==> src/rtl/regwrite_scheduler_if.sv <==
`default_nettype none
// ============================================================================
//  Module   : regwrite_scheduler_if
//  Brief    : Writeback request / register-bank write-port bundle.
//  Revision : 1.0  initial release
// ============================================================================
interface regwrite_scheduler_if #(
    parameter int N = 32
);
    logic           stall;
    logic [2:0]     req_valid;
    logic [3:0]     req_addr0;
    logic [3:0]     req_addr1;
    logic [3:0]     req_addr2;
    logic [N-1:0]   req_data0;
    logic [N-1:0]   req_data1;
    logic [N-1:0]   req_data2;
    logic [2:0]     req_ready;

    logic [3:0]     write_address;
    logic [N-1:0]   write_data;
    logic           write_enable;
    logic [3:0]     write_address2;
    logic [N-1:0]   write_data2;
    logic           write_enable2;
    logic [N-1:0]   pc_update;
    logic           pc_write;
    logic           conflict;

    // Pipeline / requester side
    modport master (
        output stall, req_valid,
        output req_addr0, req_addr1, req_addr2,
        output req_data0, req_data1, req_data2,
        input  req_ready,
        input  write_address, write_data, write_enable,
        input  write_address2, write_data2, write_enable2,
        input  pc_update, pc_write, conflict
    );

    // Scheduler side
    modport slave (
        input  stall, req_valid,
        input  req_addr0, req_addr1, req_addr2,
        input  req_data0, req_data1, req_data2,
        output req_ready,
        output write_address, write_data, write_enable,
        output write_address2, write_data2, write_enable2,
        output pc_update, pc_write, conflict
    );
endinterface
`default_nettype wire

==> src/rtl/regwrite_scheduler.sv <==
`default_nettype none
// ============================================================================
//  Module   : regwrite_scheduler
//  Brief    : Round-robin scheduler of three writeback sources onto two
//             general bank write ports and the PC update port.
//  Revision : 1.0  initial release
// ============================================================================
module regwrite_scheduler #(
    parameter int N = 32
) (
    input  wire logic               clk,
    input  wire logic               rst,
    regwrite_scheduler_if.slave     bus
);

    localparam logic [3:0] C_PC_ADDR = 4'd15;

    function automatic logic [1:0] f_wrap(input logic [2:0] v);
        return (v >= 3'd3) ? 2'(v - 3'd3) : v[1:0];
    endfunction

    logic [3:0]     w_addr [3];
    logic [N-1:0]   w_data [3];

    assign w_addr[0] = bus.req_addr0;
    assign w_addr[1] = bus.req_addr1;
    assign w_addr[2] = bus.req_addr2;
    assign w_data[0] = bus.req_data0;
    assign w_data[1] = bus.req_data1;
    assign w_data[2] = bus.req_data2;

    logic [1:0]     r_rr_ptr;
    logic [3:0]     r_wa1;
    logic [N-1:0]   r_wd1;
    logic           r_we1;
    logic [3:0]     r_wa2;
    logic [N-1:0]   r_wd2;
    logic           r_we2;
    logic [N-1:0]   r_pc;
    logic           r_pcw;
    logic           r_conflict;

    logic [2:0]     w_grant;
    logic           w_p1_use;
    logic           w_p2_use;
    logic           w_pc_use;
    logic [1:0]     w_p1_idx;
    logic [1:0]     w_p2_idx;
    logic [1:0]     w_pc_idx;
    logic [1:0]     w_first_idx;
    logic           w_any;
    logic [1:0]     w_idx;
    logic           w_clash;
    logic           w_take;
    logic           w_defer;

    // Scan in round-robin order; a request is taken only if its port class is
    // free and no earlier grant this cycle targets the same register.
    always_comb begin
        w_grant     = 3'b000;
        w_p1_use    = 1'b0;
        w_p2_use    = 1'b0;
        w_pc_use    = 1'b0;
        w_p1_idx    = 2'd0;
        w_p2_idx    = 2'd0;
        w_pc_idx    = 2'd0;
        w_first_idx = 2'd0;
        w_any       = 1'b0;
        w_idx       = 2'd0;
        w_clash     = 1'b0;
        w_take      = 1'b0;
        for (int k = 0; k < 3; k++) begin
            w_idx   = f_wrap({1'b0, r_rr_ptr} + 3'(k));
            w_clash = 1'b0;
            w_take  = 1'b0;
            for (int j = 0; j < 3; j++) begin
                if (w_grant[j] && (w_addr[j] == w_addr[w_idx])) begin
                    w_clash = 1'b1;
                end
            end
            if (bus.req_valid[w_idx] && !bus.stall && !rst && !w_clash) begin
                if (w_addr[w_idx] == C_PC_ADDR) begin
                    if (!w_pc_use) begin
                        w_pc_use = 1'b1;
                        w_pc_idx = w_idx;
                        w_take   = 1'b1;
                    end
                end else if (!w_p1_use) begin
                    w_p1_use = 1'b1;
                    w_p1_idx = w_idx;
                    w_take   = 1'b1;
                end else if (!w_p2_use) begin
                    w_p2_use = 1'b1;
                    w_p2_idx = w_idx;
                    w_take   = 1'b1;
                end
            end
            if (w_take) begin
                w_grant[w_idx] = 1'b1;
                if (!w_any) begin
                    w_first_idx = w_idx;
                    w_any       = 1'b1;
                end
            end
        end
    end

    assign w_defer = (|(bus.req_valid & ~w_grant)) && !bus.stall;

    always_ff @(posedge clk) begin
        if (rst) begin
            r_rr_ptr   <= 2'd0;
            r_wa1      <= 4'd0;
            r_wd1      <= '0;
            r_we1      <= 1'b0;
            r_wa2      <= 4'd0;
            r_wd2      <= '0;
            r_we2      <= 1'b0;
            r_pc       <= '0;
            r_pcw      <= 1'b0;
            r_conflict <= 1'b0;
        end else begin
            r_we1      <= w_p1_use;
            r_we2      <= w_p2_use;
            r_pcw      <= w_pc_use;
            r_conflict <= w_defer;
            if (w_p1_use) begin
                r_wa1 <= w_addr[w_p1_idx];
                r_wd1 <= w_data[w_p1_idx];
            end
            if (w_p2_use) begin
                r_wa2 <= w_addr[w_p2_idx];
                r_wd2 <= w_data[w_p2_idx];
            end
            if (w_pc_use) begin
                r_pc <= w_data[w_pc_idx];
            end
            if (w_any) begin
                r_rr_ptr <= f_wrap({1'b0, w_first_idx} + 3'd1);
            end
        end
    end

    assign bus.req_ready      = w_grant;
    assign bus.write_address  = r_wa1;
    assign bus.write_data     = r_wd1;
    assign bus.write_enable   = r_we1;
    assign bus.write_address2 = r_wa2;
    assign bus.write_data2    = r_wd2;
    assign bus.write_enable2  = r_we2;
    assign bus.pc_update      = r_pc;
    assign bus.pc_write       = r_pcw;
    assign bus.conflict       = r_conflict;

endmodule
`default_nettype wire

==> src/flat_wrapper.sv <==
// flat-port wrapper written by rule: the top's interface ports become plain ports
module regwrite_scheduler_flat 
#(
    parameter int N = 32
)
  (clk, rst, bus_stall, bus_req_valid, bus_req_addr0, bus_req_addr1, bus_req_addr2, bus_req_data0, bus_req_data1, bus_req_data2, bus_req_ready, bus_write_address, bus_write_data, bus_write_enable, bus_write_address2, bus_write_data2, bus_write_enable2, bus_pc_update, bus_pc_write, bus_conflict);
  regwrite_scheduler_if #(.N(N)) bus_i ();
  input  wire logic clk;
  input  wire logic rst;
  input wire logic [$bits(bus_i.stall)-1:0] bus_stall;
  input wire logic [$bits(bus_i.req_valid)-1:0] bus_req_valid;
  input wire logic [$bits(bus_i.req_addr0)-1:0] bus_req_addr0;
  input wire logic [$bits(bus_i.req_addr1)-1:0] bus_req_addr1;
  input wire logic [$bits(bus_i.req_addr2)-1:0] bus_req_addr2;
  input wire logic [$bits(bus_i.req_data0)-1:0] bus_req_data0;
  input wire logic [$bits(bus_i.req_data1)-1:0] bus_req_data1;
  input wire logic [$bits(bus_i.req_data2)-1:0] bus_req_data2;
  output wire logic [$bits(bus_i.req_ready)-1:0] bus_req_ready;
  output wire logic [$bits(bus_i.write_address)-1:0] bus_write_address;
  output wire logic [$bits(bus_i.write_data)-1:0] bus_write_data;
  output wire logic [$bits(bus_i.write_enable)-1:0] bus_write_enable;
  output wire logic [$bits(bus_i.write_address2)-1:0] bus_write_address2;
  output wire logic [$bits(bus_i.write_data2)-1:0] bus_write_data2;
  output wire logic [$bits(bus_i.write_enable2)-1:0] bus_write_enable2;
  output wire logic [$bits(bus_i.pc_update)-1:0] bus_pc_update;
  output wire logic [$bits(bus_i.pc_write)-1:0] bus_pc_write;
  output wire logic [$bits(bus_i.conflict)-1:0] bus_conflict;
  assign bus_i.stall = bus_stall;
  assign bus_i.req_valid = bus_req_valid;
  assign bus_i.req_addr0 = bus_req_addr0;
  assign bus_i.req_addr1 = bus_req_addr1;
  assign bus_i.req_addr2 = bus_req_addr2;
  assign bus_i.req_data0 = bus_req_data0;
  assign bus_i.req_data1 = bus_req_data1;
  assign bus_i.req_data2 = bus_req_data2;
  assign bus_req_ready = bus_i.req_ready;
  assign bus_write_address = bus_i.write_address;
  assign bus_write_data = bus_i.write_data;
  assign bus_write_enable = bus_i.write_enable;
  assign bus_write_address2 = bus_i.write_address2;
  assign bus_write_data2 = bus_i.write_data2;
  assign bus_write_enable2 = bus_i.write_enable2;
  assign bus_pc_update = bus_i.pc_update;
  assign bus_pc_write = bus_i.pc_write;
  assign bus_conflict = bus_i.conflict;
  regwrite_scheduler #(.N(N)) u_core (.clk(clk), .rst(rst), .bus(bus_i));
endmodule
==> config.mk <==
export PLATFORM = sky130hd
export DESIGN_NAME = regwrite_scheduler_flat
export DESIGN_NICKNAME = d
export VERILOG_FILES = /design/src/rtl/regwrite_scheduler_if.sv /design/src/rtl/regwrite_scheduler.sv /design/src/flat_wrapper.sv
export SDC_FILE = /design/constraint.sdc
export NUM_CORES = 1
export LEC_CHECK = 0
export CAP_MARGIN = 20
export CORE_MARGIN = 5
export CORE_UTILIZATION = 50
export DETAILED_ROUTE_END_ITERATION = 10
export GPL_ROUTABILITY_DRIVEN = 0
export PLACE_DENSITY = 0.83
export SLEW_MARGIN = 20
export SYNTH_ARGS = -nofsm -noshare
export SYNTH_HDL_FRONTEND = slang
export SYNTH_SLANG_ARGS = --single-unit
export TNS_END_PERCENT = 100
==> constraint.sdc <==
create_clock -name clk -period 5.7 [get_ports clk]
set_clock_uncertainty 0.15 [all_clocks]
set_input_delay 1.14 -clock clk [delete_from_list [all_inputs] [get_ports clk]]
set_output_delay 1.14 -clock clk [all_outputs]
set_load 0.05 [all_outputs]
==> key figures, run 1 <==
Critical path
  – Peak fanout along the critical path: 10
  – Kind of critical path: input pin to output port
  – CP Launch Type: input pin
  – Crit end category: output port
  – Critical path data arrival time: 4.32 ns
  – CP required: 4.41 ns

Layout
  – Post-route non-filler standard cell count: 1337
  – Most common cell after layout, fill and taps aside: clkdlybuf4s50_1
  – Commonest cells after routing, fill and taps aside: clkdlybuf4s50_1, dfxtp_1, nand2_1
  – Layout area overhead: 33.9%
  – Layout cells sized above 1: 15.8%
  – Nets: 1234

Detailed routing
  – DRT antenna net count: 0
  – Detailed-route via count: 8940
  – Post-route DRC: 0
  – 1st-iter DRT viols: 867
  – Via density: 6.69
  – First-pass detailed-route iteration total: 6
  – Avg WL per Cell: 22.8 µm
  – Post-Route WL: 30500 µm

Clock tree
  – TritonCTS clock tree: built
  – Num CTS Buffers: 9
  – Cts hold-fix bufs: 0
  – Clock-pin slew on the worst setup and hold paths: 0.07 ns
  – Clk_lat worst skew: 0.36 ns
  – Sink Count: 110
  – CTS Buffer Depth: 2
  – Root Driver: clkbuf_16
  – H-Tree Depth: 3
  – Post-CTS setup buffers: 0
  – Resize count post-CTS: 0

Run
  – Number of max-cap violations: 0

Floorplan
  – Top Ports: 225
  – Chip height: 138 µm
  – CORE AREA: 15900 µm²
  – Die X: 138 µm
  – Starting Density: 51.1%
  – Die area: 19000 µm²
  – Row count: 46

Global route
  – Antenna violations before repair: 1
  – Vias in the first global route: 8723
  – Total congestion overflow: 0
  – First-pass GRT wire length: 46900 µm
  – GRT Overall Usage: 31.2%
  – Largest net degree at the start of global routing: 66

Placed design
  – Hpwl dp: 20800 µm
  – Port Buffers: 224
  – Inst Count DP: 1320

Timing
  – Hold Vio Cnt, Final: 0
  – RSZ-0062 raised after global routing: no
  – Pins Over Slew Limit: 0
  – Final setup vio count: 0
  – Tightest Pin Transition: 0.970 ns
  – Setup tns final: 0 ns
  – Tmin final: 5.61 ns
  – Max_slew headroom: 35.4%
  – F_max: 178 MHz
  – Period utilisation layout: 98.4%

Synthesis
  – Syn nets: 1056
  – Synth top area cells: dfxtp_1, mux2i_1, o221ai_2
  – Netlist cell types: 75
  – Top-area cell type share of the netlist area: 27.0%
  – Avg Cell Area, Syn: 8.70 µm²
  – Async S/R FF share, synth: 0%
  – Top_reg_cell synth: dfxtp_1
  – Post-synth EDFFs: 0
  – Yosys warns: 0
  – Number of synthesized register bits: 110
  – Post-Syn Area: 8150 µm²
  – Yosys top cell by area: dfxtp_1
  – Post-synthesis instance total: 937
  – Seq/Total Area, Yosys: 27.0%

Status
  – Status: finished clean

Power
  – Clock power frac: 19.5%
  – Seq pwr share: 29.0%
  – Net Sw Frac: 44.5%
  – Peak VDD IR: 0.235 mV
  – Comb pwr share: 51.5%
  – Power per cell area: 318 nW/µm²
  – Lkg Pwr: 0.00403 µW
  – Internal: 1920 µW
  – Sw Pwr: 1550 µW

Hold path
  – Worst Hold Class: register to register
power groups by stage:
stage	Sequential (µW)	Clock [µW]	Combinational [µW]
final	1010	677	1790
after global routing	1020	705	1860
after CTS	1000	677	1770
after detailed placement	1020	0	1760
after global placement	1010	0	1740
after floorplan	1520	0	641
synth_stat cells, drive strengths merged (2+ instances only):
| cell type | n |
|---|---|
| nor2 | 55 |
| nand4 | 7 |
| inv | 76 |
| and2 | 2 |
| a311oi | 36 |
| a31o | 3 |
| or3 | 3 |
| nand3 | 47 |
| o22ai | 5 |
| nor4bb | 2 |
| xnor2 | 5 |
| ha | 5 |
| a221oi | 3 |
| nor3 | 9 |
| mux2i | 78 |
| a21o | 4 |
| and4b | 2 |
| a2111oi | 36 |
| a31oi | 9 |
| o21a | 2 |
| or4 | 5 |
| o221a | 2 |
| a21oi | 13 |
| dfxtp | 110 |
| a32oi | 2 |
| nand2b | 11 |
| nand2 | 85 |
| a211o | 4 |
| o211ai | 11 |
| and4 | 2 |
| buf | 56 |
| clkbuf | 45 |
| o221ai | 96 |
| o31a | 2 |
| o32ai | 3 |
| o21ai | 53 |
| nor2b | 12 |
| or2 | 2 |
| a211oi | 3 |
| o21bai | 2 |
| nor4 | 9 |
worst max-delay path: stages:
cell	delay, ns
clkdlybuf4s50_1	0.68
and2b_1	0.21
nor4_1	0.05
or4_1	0.56
and4b_1	0.22
or4_4	0.55
a21o_1	0.22
a211oi_4	0.28
a221o_1	0.25
buf_12	0.14
through the flow:
stage | power, µW | area, µm² | hold WS, ns | worst slack, ns | utilization, %
floorplan | 2160 | 8150 | 0.465 | 0.416 | -
global placement | 2760 | 10600 | 0.296 | 0.149 | 66.3
detailed placement | 2780 | 10600 | 0.296 | 0.0903 | 66.3
CTS | 3450 | 10900 | 0.319 | 0.0781 | 68.3
global route | 3590 | 10900 | 0.336 | 0.0205 | 68.4
finish | 3470 | 10900 | 0.320 | 0.0915 | 68.4
final cells by class:
| type | count | area, µm² |
|---|---|---|
| tap | 216 | 270 |
| sequential | 110 | 2200 |
| fill | 1285 | 5030 |
| antenna | 2 | 5.00 |
| clock buffer | 10 | 229 |
| inverter | 77 | 289 |
| timing repair buffer | 268 | 2660 |
| multi-input combinational | 649 | 5180 |
| clock inverter | 5 | 75.1 |
registers in the layout (all words and copies together), names as in the netlist:
name and cells:
u_core.bus.write_address 4, u_core.bus.write_enable 1, u_core.bus.write_data2 32, u_core.r_rr_ptr 2, u_core.bus.pc_write 1, u_core.bus.write_address2 4, u_core.bus.write_enable2 1, u_core.bus.write_data 32
u_core.bus.pc_update 32, u_core.bus.conflict 1
final timing paths:
path | start | end | depth (start not counted) | slack, ns
min | u_core.bus.write_data[12] | u_core.bus.write_data[12] | 2 | 0.32
max | bus_req_addr2[3] | bus_req_ready[1] | 10 | 0.09
min reg2reg | u_core.bus.write_data[12] | u_core.bus.write_data[12] | 2 | 0.32
max reg2reg | u_core.r_rr_ptr[0] | u_core.bus.write_data[21] | 14 | 0.80
layer usage:
metal | wire length, µm | part of all wire [%] | track usage [%] | vias to the layer above
met4 | 1550 | 5.1 | 16.4 | 0
met1 | 11700 | 38 | 39.5 | 4230
met3 | 3210 | 11 | 6.72 | 119
met2 | 14000 | 46 | 49.8 | 637
li1 | - | - | - | 3954
met5 | 0 | 0 | 0 | -
logic make-up (layout without fill, tap and decap cells):
logic type                 count (synthesis)  after routing  synth area share [%]
xor gates and xnor gates                   5              5                 0.537
adders and majority gates                  5              5                 0.768
AOI/OAI and AO/OA                        301            301                  36.1
and+or+nand+nor                          260            260                  15.6
other                                      0              2                     0
muxes                                     78             78                  9.58
DFF                                      110            110                  27.0
buffers and inverters                    178            360                  10.4
Power figures use the tool's default switching activity.
==> run 2: changes to the inputs <==
--- a/config.mk
+++ b/config.mk
@@ -10,7 +10,8 @@
 export CORE_UTILIZATION = 50
 export DETAILED_ROUTE_END_ITERATION = 10
 export GPL_ROUTABILITY_DRIVEN = 0
-export PLACE_DENSITY = 0.83
+export GPL_TIMING_DRIVEN = 0
+export PLACE_DENSITY_LB_ADDON = 0.15
 export SLEW_MARGIN = 20
 export SYNTH_ARGS = -nofsm -noshare
 export SYNTH_HDL_FRONTEND = slang
==> run 2 against run 1 <==
First-iteration DRC count grew 22%. Fmax grew 0.58%. Critical path depth grew 2. Cell count grew 4.4%. Highest routed layer is now met5. Non-clock buffer count grew 59. Via count grew 0.72%. Worst setup slack gained 0.032 ns. Hold slack is essentially flat. Sequential power is essentially flat. Largest cell class unchanged. Critical endpoint unchanged.
==> key figures, run 2 (synthesis gave the netlist of run 1 again) <==
Status
  – Status: finished clean

Critical path
  – Peak fanout along the critical path: 10 (unchanged)
  – CP Launch Type: input pin
  – CP required: 4.41 ns (about the same)
  – Critical path data arrival time: 4.29 ns (-0.03 ns)
  – Kind of critical path: input pin to output port
  – Crit end category: output port

Power
  – Net Sw Frac: 45.5% (+0.99 points)
  – Sw Pwr: 1580 µW (+2.2%)
  – Internal: 1890 µW (-1.8%)
  – Peak VDD IR: 0.242 mV (+2.9%)
  – Comb pwr share: 51.8% (+0.3 points)
  – Seq pwr share: 29.2% (+0.2 points)
  – Clock power frac: 18.9% (-0.6 points)
  – Lkg Pwr: 0.00409 µW (+1.6%)
  – Power per cell area: 314 nW/µm² (-1.2%)

Detailed routing
  – DRT antenna net count: 0 (unchanged)
  – Post-route DRC: 0 (unchanged)
  – Post-Route WL: 31200 µm (+2.3%)
  – Avg WL per Cell: 22.3 µm (-2.1%)
  – Via density: 6.45 (-3.5%)
  – Detailed-route via count: 9004 (+0.72%)
  – 1st-iter DRT viols: 1061 (+22%)
  – First-pass detailed-route iteration total: 7 (+1)

Clock tree
  – TritonCTS clock tree: built
  – Clock-pin slew on the worst setup and hold paths: 0.08 ns (about the same)
  – Num CTS Buffers: 9 (unchanged)
  – Clk_lat worst skew: 0.35 ns (about the same)
  – Root Driver: clkbuf_16
  – CTS Buffer Depth: 2 (unchanged)
  – H-Tree Depth: 3 (unchanged)
  – Cts hold-fix bufs: 0 (unchanged)
  – Sink Count: 110 (unchanged)

Global route
  – Met3 GRT Util: 8.00% (+1.3 points)
  – Vias in the first global route: 8651 (-0.83%)
  – GRT Overall Usage: 31.7% (+0.46 points)
  – Largest net degree at the start of global routing: 19 (-71%)
  – Antenna violations before repair: 3 (+2)
  – Most used routing layer: met2
  – First-pass GRT wire length: 47400 µm (+0.90%)
  – M1 GR Usage: 42.8% (+3.2 points)
  – GR Layer Usage met2: 49.4% (-0.35 points)
  – Total congestion overflow: 0 (unchanged)

Hold path
  – Worst Hold Class: register to register

Layout
  – Layout cells sized above 1: 16.4% (+0.55 points)
  – Layout area overhead: 35.4%
  – Most common cell after layout, fill and taps aside: clkdlybuf4s50_1
  – FILL cells: 1317 (+2.5%)
  – Commonest cells after routing, fill and taps aside: clkdlybuf4s50_1, dfxtp_1, nand2_1
  – Nets: 1293 (+4.8%)
  – Post-layout util: 69.2% (+0.80 points)

Timing
  – Hold Vio Cnt, Final: 0 (unchanged)
  – Final setup vio count: 0 (unchanged)
  – Tightest Pin Transition: 0.782 ns (-0.187 ns)
  – Max_slew headroom: 47.9% (+12 points)
  – Tmin final: 5.58 ns (-0.0322 ns)
  – Worst hold slack: 0.320 ns (-0.000338 ns)
  – RSZ-0062 raised after global routing: no
  – F_max: 179 MHz (+0.58%)
  – Pins Over Slew Limit: 0 (unchanged)
  – Period utilisation layout: 97.8% (-0.56 points)

Floorplan
  – Row count: 46 (unchanged)
  – Die area: 19000 µm² (unchanged)
  – CORE AREA: 15900 µm² (unchanged)
  – Die X: 138 µm (unchanged)
  – Chip height: 138 µm (unchanged)
  – Starting Density: 51.1% (unchanged)
  – Top Ports: 225 (unchanged)

Placed design
  – Port Buffers: 221 (-1.3%)
  – Hpwl dp: 22800 µm (+9.8%)

Run
  – Number of max-cap violations: 0 (unchanged)
-- run 2: what timing repair did --
item / 4_1_cts / 5_1_grt
resized for setup: 23 / 11
pin swaps: 1 / 1
endpoints found under the setup margin: 3 / 3
buffers inserted: 1 / 4
-- run 2: cell type report --
type / count / area (µm²) / area share [%]
diodes: 1 / 2.50 / 0.0227
plain buffers: 100 / 557 / 5.05
clock buffers: 10 / 229 / 2.07
clock inverters: 6 / 70.1 / 0.635
inverters: 77 / 289 / 2.62
multi-input cells: 649 / 5170 / 46.8
flip-flops and latches: 110 / 2200 / 20.0
well taps: 216 / 270 / 2.45
repair buffers: 227 / 2250 / 20.4
-- run 2: through the flow --
step	std cells	power [µW]	setup slack [ns]	TNS (ns)	instance area, µm²
floorplan	937	2160	0.416	0	8150
global placement	1374	2770	-1.11	-3.19	10600
detailed placement	1374	2780	-1.13	-3.26	10600
CTS	1390	3440	0.0360	0	10900
global route	1395	3600	0.0108	0	11000
finish	1396	3470	0.124	0	11000
-- run 2: worst paths after layout --
check	from	to	slack [ns]	cells after the start
min reg2reg	u_core.bus.write_data[21]	u_core.bus.write_data[21]	0.32	2
max	bus_req_addr2[1]	bus_req_ready[1]	0.12	12
max reg2reg	u_core.r_rr_ptr[1]	u_core.bus.pc_update[0]	1.28	16
min	u_core.bus.write_data[21]	u_core.bus.write_data[21]	0.32	2
-- run 2: power groups by stage --
stage	sequential (µW)	clock, µW	combinational, µW
2_1_floorplan	1520	0	641
6_report	1010	657	1800
4_1_cts	1010	660	1760
3_3_place_gp	1030	0	1740
3_5_place_dp	1030	0	1760
5_1_grt	1030	697	1870
-- run 2: worst max-delay path: stages --
cell and delay, ns:
clkdlybuf4s50_1 0.48, buf_2 0.24, nor2b_1 0.28, a32oi_1 0.09, o221a_1 0.16, and4_1 0.26
or4_1 0.54, clkbuf_1 0.18, a21oi_1 0.28, a211oi_4 0.10, a221o_1 0.33, buf_4 0.19
-- run 2: per-layer routing --
metal	wire length, µm	vias to the layer above	part of all wire [%]
met5	21	-	0.067
met4	829	4	2.7
met3	3560	85	11
met2	14000	583	45
met1	12800	4258	41
li1	-	4074	-
==> run 3: changes to the inputs <==
--- a/config.mk
+++ b/config.mk
@@ -8,6 +8,7 @@
 export CAP_MARGIN = 20
 export CORE_MARGIN = 5
 export CORE_UTILIZATION = 50
+export CTS_CLUSTER_DIAMETER = 150
 export DETAILED_ROUTE_END_ITERATION = 10
 export GPL_ROUTABILITY_DRIVEN = 0
 export GPL_TIMING_DRIVEN = 0
==> results of run 3 <==
Same layout as run 2: the final DEF is identical, and so are final timing and power.
